`src/rtl/stopwatch_pkg.sv`:
```
// Shared types and constants for the stopwatch control path.
// FSM states, button events and BCD limits.
package stopwatch_pkg;

    localparam int DIGIT_W = 4;
    localparam int BCD_W   = 4 * DIGIT_W;

    localparam logic [BCD_W-1:0] BCD_MAX = 16'h9999;

    typedef enum logic [2:0] {
        IDLE,
        RUN,
        PAUSED,
        LAP_RUN,
        LAP_PAUSED
    } sw_state_e;

    typedef enum logic [1:0] {
        EV_NONE,
        EV_CLEAR,
        EV_START,
        EV_LAP
    } sw_event_e;

endpackage

```
`src/rtl/sw_debounce.sv`:
```
// Button conditioner: 2-FF synchronizer, stability counter,
// one-cycle registered press event on debounced 1->0.
module sw_debounce #(
    parameter int DEBOUNCE_CYCLES = 3
) (
    input  logic clk_point1hz,
    input  logic reset_n,
    input  logic btn_n,
    output logic press
);

    localparam logic [3:0] CNT_LAST = 4'(DEBOUNCE_CYCLES - 1);

    logic       sync1_q;
    logic       sync2_q;
    logic       vld1_q;
    logic       vld2_q;
    logic       deb_q;
    logic       deb_d;
    logic       arm_q;
    logic       arm_d;
    logic       press_q;
    logic       press_d;
    logic [3:0] cnt_q;
    logic [3:0] cnt_d;

    always_comb begin
        cnt_d = '0;
        deb_d = deb_q;
        if (sync2_q != deb_q) begin
            if (cnt_q == CNT_LAST) begin
                deb_d = sync2_q;
            end else begin
                cnt_d = cnt_q + 4'd1;
            end
        end
        // Arm only after a genuine released sample, so a press
        // held through reset cannot fire on reset release.
        arm_d   = arm_q | (vld2_q & sync2_q & deb_q);
        press_d = arm_q & deb_q & ~deb_d;
    end

    always_ff @(posedge clk_point1hz or posedge reset_n) begin
        if (reset_n) begin
            sync1_q <= 1'b1;
            sync2_q <= 1'b1;
            vld1_q  <= 1'b0;
            vld2_q  <= 1'b0;
            deb_q   <= 1'b1;
            arm_q   <= 1'b0;
            press_q <= 1'b0;
            cnt_q   <= '0;
        end else begin
            sync1_q <= btn_n;
            sync2_q <= sync1_q;
            vld1_q  <= 1'b1;
            vld2_q  <= vld1_q;
            deb_q   <= deb_d;
            arm_q   <= arm_d;
            press_q <= press_d;
            cnt_q   <= cnt_d;
        end
    end

    assign press = press_q;

endmodule

```
`src/rtl/stopwatch_ctrl.sv`:
```
// Stopwatch front-end: debounced buttons drive a run/pause/lap
// FSM that enables and clears the BCD counter and muxes display.
module stopwatch_ctrl
    import stopwatch_pkg::*;
#(
    parameter int DEBOUNCE_CYCLES = 3,
    parameter bit STOP_AT_MAX     = 1'b1
) (
    input  logic             clk_point1hz,
    input  logic             reset_n,
    input  logic             start_n,
    input  logic             lap_n,
    input  logic             clear_n,
    input  logic [BCD_W-1:0] live_bcd,
    output logic             cnt_en,
    output logic             cnt_clr,
    output logic [BCD_W-1:0] disp_bcd,
    output logic             running,
    output logic             lap_active,
    output logic             ovf
);

    logic start_ev;
    logic lap_ev;
    logic clear_ev;
    logic at_max;

    sw_event_e        ev;
    sw_state_e        state_q;
    sw_state_e        state_d;
    logic [BCD_W-1:0] snap_q;
    logic [BCD_W-1:0] snap_d;
    logic             ovf_q;
    logic             ovf_d;
    logic             clr_q;
    logic             clr_d;

    sw_debounce #(.DEBOUNCE_CYCLES(DEBOUNCE_CYCLES)) u_db_start (
        .clk_point1hz(clk_point1hz),
        .reset_n     (reset_n),
        .btn_n       (start_n),
        .press       (start_ev)
    );

    sw_debounce #(.DEBOUNCE_CYCLES(DEBOUNCE_CYCLES)) u_db_lap (
        .clk_point1hz(clk_point1hz),
        .reset_n     (reset_n),
        .btn_n       (lap_n),
        .press       (lap_ev)
    );

    sw_debounce #(.DEBOUNCE_CYCLES(DEBOUNCE_CYCLES)) u_db_clear (
        .clk_point1hz(clk_point1hz),
        .reset_n     (reset_n),
        .btn_n       (clear_n),
        .press       (clear_ev)
    );

    assign at_max = STOP_AT_MAX && (live_bcd == BCD_MAX);

    always_comb begin
        if (clear_ev) begin
            ev = EV_CLEAR;
        end else if (start_ev) begin
            ev = EV_START;
        end else if (lap_ev) begin
            ev = EV_LAP;
        end else begin
            ev = EV_NONE;
        end
    end

    always_comb begin
        state_d = state_q;
        snap_d  = snap_q;
        ovf_d   = ovf_q;
        clr_d   = 1'b0;
        case (state_q)
            IDLE: begin
                if (ev == EV_START) begin
                    state_d = RUN;
                end else if (ev == EV_CLEAR) begin
                    clr_d = 1'b1;
                    ovf_d = 1'b0;
                end
            end
            RUN: begin
                // Saturation beats any button so the counter never wraps.
                if (at_max) begin
                    state_d = PAUSED;
                    ovf_d   = 1'b1;
                end else if (ev == EV_START) begin
                    state_d = PAUSED;
                end else if (ev == EV_LAP) begin
                    state_d = LAP_RUN;
                    snap_d  = live_bcd;
                end
            end
            PAUSED: begin
                if (ev == EV_CLEAR) begin
                    state_d = IDLE;
                    clr_d   = 1'b1;
                    ovf_d   = 1'b0;
                end else if (ev == EV_START) begin
                    state_d = RUN;
                end
            end
            LAP_RUN: begin
                if (at_max) begin
                    state_d = LAP_PAUSED;
                    ovf_d   = 1'b1;
                end else if (ev == EV_START) begin
                    state_d = LAP_PAUSED;
                end else if (ev == EV_LAP) begin
                    state_d = RUN;
                end
            end
            LAP_PAUSED: begin
                if (ev == EV_CLEAR) begin
                    state_d = IDLE;
                    clr_d   = 1'b1;
                    ovf_d   = 1'b0;
                end else if (ev == EV_START) begin
                    state_d = LAP_RUN;
                end else if (ev == EV_LAP) begin
                    state_d = PAUSED;
                end
            end
            default: begin
                state_d = IDLE;
            end
        endcase
    end

    always_ff @(posedge clk_point1hz or posedge reset_n) begin
        if (reset_n) begin
            state_q <= IDLE;
            snap_q  <= '0;
            ovf_q   <= 1'b0;
            clr_q   <= 1'b0;
        end else begin
            state_q <= state_d;
            snap_q  <= snap_d;
            ovf_q   <= ovf_d;
            clr_q   <= clr_d;
        end
    end

    assign running    = (state_q == RUN) || (state_q == LAP_RUN);
    assign lap_active = (state_q == LAP_RUN) || (state_q == LAP_PAUSED);
    assign cnt_en     = running && !at_max && !clr_q;
    assign cnt_clr    = clr_q;
    assign ovf        = ovf_q;
    assign disp_bcd   = lap_active ? snap_q : live_bcd;

endmodule

```
`config.mk`:
```
export PLATFORM = sky130hd
export DESIGN_NAME = stopwatch_ctrl
export DESIGN_NICKNAME = d
export VERILOG_FILES = /design/src/rtl/stopwatch_pkg.sv /design/src/rtl/sw_debounce.sv /design/src/rtl/stopwatch_ctrl.sv
export SDC_FILE = /design/constraint.sdc
export NUM_CORES = 1
export LEC_CHECK = 0
export CAP_MARGIN = 20
export CORE_AREA = 2 2 56 85
export CTS_CLUSTER_SIZE = 8
export DETAILED_ROUTE_END_ITERATION = 12
export DIE_AREA = 0 0 58 87
export HOLD_SLACK_MARGIN = 0.1
export PLACE_DENSITY = 0.85
export SLEW_MARGIN = 20
export SYNTH_ARGS = -nofsm -noshare
export SYNTH_HDL_FRONTEND = slang
export SYNTH_SLANG_ARGS = --single-unit
export TNS_END_PERCENT = 50
```
`constraint.sdc`:
```
create_clock -name clk_point1hz -period 2.5 [get_ports clk_point1hz]
set_clock_uncertainty 0.15 [all_clocks]
set_input_delay 0.25 -clock clk_point1hz [delete_from_list [all_inputs] [get_ports clk_point1hz]]
set_output_delay 0.25 -clock clk_point1hz [all_outputs]
set_load 0.005 [all_outputs]
```
==> impl_metrics.tcl <==
set metrics [dict create \
    status "complete, no violations" \
    vdd_drop_max_mv 0.774 \
    fp.dieW_um 58 \
    maxSlewHeadroom 0.660 \
    hold_violations 0 \
    io_pins 42 \
    synthArstFlopShare 1.00 \
    fillerInstances 315 \
    dieHeight_um 87 \
    yosysSeqAreaShare 0.542 \
    yosys_warnings 0 \
    max_cap_violations 0 \
    clk_latency_ns 0.31 \
    crit_type "reg2out" \
    wire_per_inst_um 16.1 \
    drt-pass1-iter-count 4 \
    hold_path_class "in2async" \
    syn_inst 178 \
    setup_viol 0 \
    place_congestion 0.768 \
    h-tree-depth 2 \
    area.growth.synth_to_final_pct 26.0 \
    vias 1462 \
    portBuffers 41 \
    grt_remaining_overflow 0 \
    final_layout_size_suffix_gt1_frac 0.341 \
    r2r_setup_slack_ns 0.59 \
    critical_path_peak_fanout 7 \
    required_ns 2.10 \
    critical_path.most_common_cell "nand2_4" \
    fp.coreArea_mm2 0.00435 \
    drtAntennaViolNets 0 \
    cts_buffers 5 \
    clock_path_buffers 2 \
    avgViaCountPerCell 5.28 \
    drt-total-wl_um 4450 \
    cts.reportedPaths.clkPinSlew_ns 0.10 \
    antenna_cells 0 \
    synth_seq_cells 50 \
    p_per_area_mw_per_mm2 840 \
    crit_arrival_ns 2.03 \
    final_cell_mix "clkdlybuf4s50_1 (41), dfrtp_1 (38), mux2_2 (25)" \
    grt_pass1_vias 1580 \
    end_kind "output pin" \
    grt_first_pass_wirelength_um 7530 \
    drt_iter0_drc 45 \
    die-area_mm2 0.00505 \
    fin_util 0.675 \
    track_usage 0.199 \
    setup_slack_ns 0.0674 \
    finalCriticalPeriod_ns 2.43 \
    setup_tns_ns 0 \
    syn_avg_cell_area_um2 13.1 \
    cts_setup_buffers 0 \
    root_buffer "clkbuf_8" \
    ys_types 32 \
    crit_path_start_kind "register" \
    layout_commonest_cell "clkdlybuf4s50_1" \
    nets 255 \
    place_hpwl_um 3010 \
    std_cell_rows 30 \
    synthFlopType "dfrtp_1" \
    slew_viol_final 0 \
    hold_ws_ns 0.148 \
    remaining_drc_errors 0 \
    max_freq_mhz 411 \
    synth_area_mm2 0.00233 \
    cp_cell_sequence "nor2b_2 -> nand2_4 -> nand2_4 -> mux2_2 -> clkdlybuf4s50_1" \
    worstMarginPinSlew_ns 0.509 \
    power.leakage_nw 1.35 \
    grt_antenna_before_repair 0 \
    slowest_delay_ns 0.47 \
    cts_tree "yes" \
    cpMaxStageDelayCell "dfrtp_2" \
    pre_cts_ws_ns 0.210 \
    syn_nets 205 \
    post-route-period-util 0.973 \
    synth_edf_count 0 \
    cts_sinks 50 \
    start_util 0.535 \
    grt_max_degree 27 \
]
-- worst max-delay path: cells and delay by family (launching register included) --
kind,cells,cell delay (ns)
muxes,1,0.35
and+or+nand+nor,3,0.45
DFF,1,0.47
buffers and inverters,1,0.46
-- routing by layer --
layer	wire length, µm	vias up	GRT usage
met1	1830	713	0.246
met4	86	0	0.0719
met5	0	-	0
met2	2410	27	0.336
met3	129	6	0.0475
li1	-	716	-
-- logic make-up (layout without fill, tap and decap cells) --
kind of cell,after synthesis,count (layout),synth area share
and+or+nand+nor,56,58,0.142
xor gates and xnor gates,9,9,0.0338
other,1,1,0.00161
adders and majority gates,6,6,0.0322
buffers and inverters,9,58,0.0274
AOI/OAI and AO/OA,11,11,0.0317
DFF,50,50,0.542
muxes,36,36,0.189
-- cell usage after synthesis (all sizes together), types with 2 or more instances --
cell type,count,area [µm²]
xnor2,3,26.3
nor2,18,67.6
nand2,16,62.6
a21oi,2,10.0
nand3,5,37.5
dfrtp,41,1030
ha,6,75.1
dfstp,9,236
xor2,6,52.6
nor2b,2,12.5
o21ai,3,15.0
a31o,3,26.3
nor3,3,15.0
and4bb,4,50.1
mux2,35,432
inv,5,18.8
and2,2,12.5
buf,4,45.0
-- registers in the layout, indices dropped and copies added (netlist names), 3 cells and up --
name,cells
snap_q,16
state_q,3
u_db_clear.cnt_q,4
u_db_lap.cnt_q,4
u_db_start.cnt_q,4
-- path summary, 6_finish.rpt --
| path | endpoint | start | depth (start not counted) |
|---|---|---|---|
| worst min register to register | u_db_lap.sync2_q | u_db_lap.sync1_q | 0 |
| worst max register to register | snap_q[12] | state_q[1] | 4 |
| worst min-delay path | u_db_lap.arm_q | reset_n | 2 |
| max in group asynchronous | u_db_clear.deb_q | reset_n | 3 |
| min in group clk_point1hz | u_db_lap.sync1_q | lap_n | 1 |
| worst max-delay path | disp_bcd[7] | state_q[2] | 5 |
-- timing repair --
action / 4_1_cts / 5_1_grt
hold buffers: 0 / 0
pin swaps: 1 / 1
endpoints found under the setup margin: 16 / 16
gates cloned: 2 / 0
resized for setup: 4 / 9
-- cell type report --
| type | instances | area [µm²] | share of cell area |
|---|---|---|---|
| inverter | 5 | 18.8 | 0.00639 |
| tap | 48 | 60.1 | 0.0204 |
| multi-input combinational | 121 | 1060 | 0.360 |
| timing repair buffer | 45 | 440 | 0.150 |
| clock inverter | 2 | 12.5 | 0.00426 |
| sequential | 50 | 1270 | 0.431 |
| clock buffer | 6 | 82.6 | 0.0281 |
-- stage by stage --
step                      power [mW]  cell area, µm²  std cells
after global placement          1.92            2790        267
after global routing            2.62            2940        277
after floorplan                 1.68            2330        178
after CTS                       2.46            2910        277
after detailed placement        1.95            2790        267
final                           2.47            2940        277
-- where the power goes --
group          internal (mW)  switching [mW]  total [mW]
registers               1.05           0.175        1.22
clock network          0.223           0.271       0.494
logic                  0.446           0.307       0.753
Note: power is estimated with default switching activity, not from simulation.
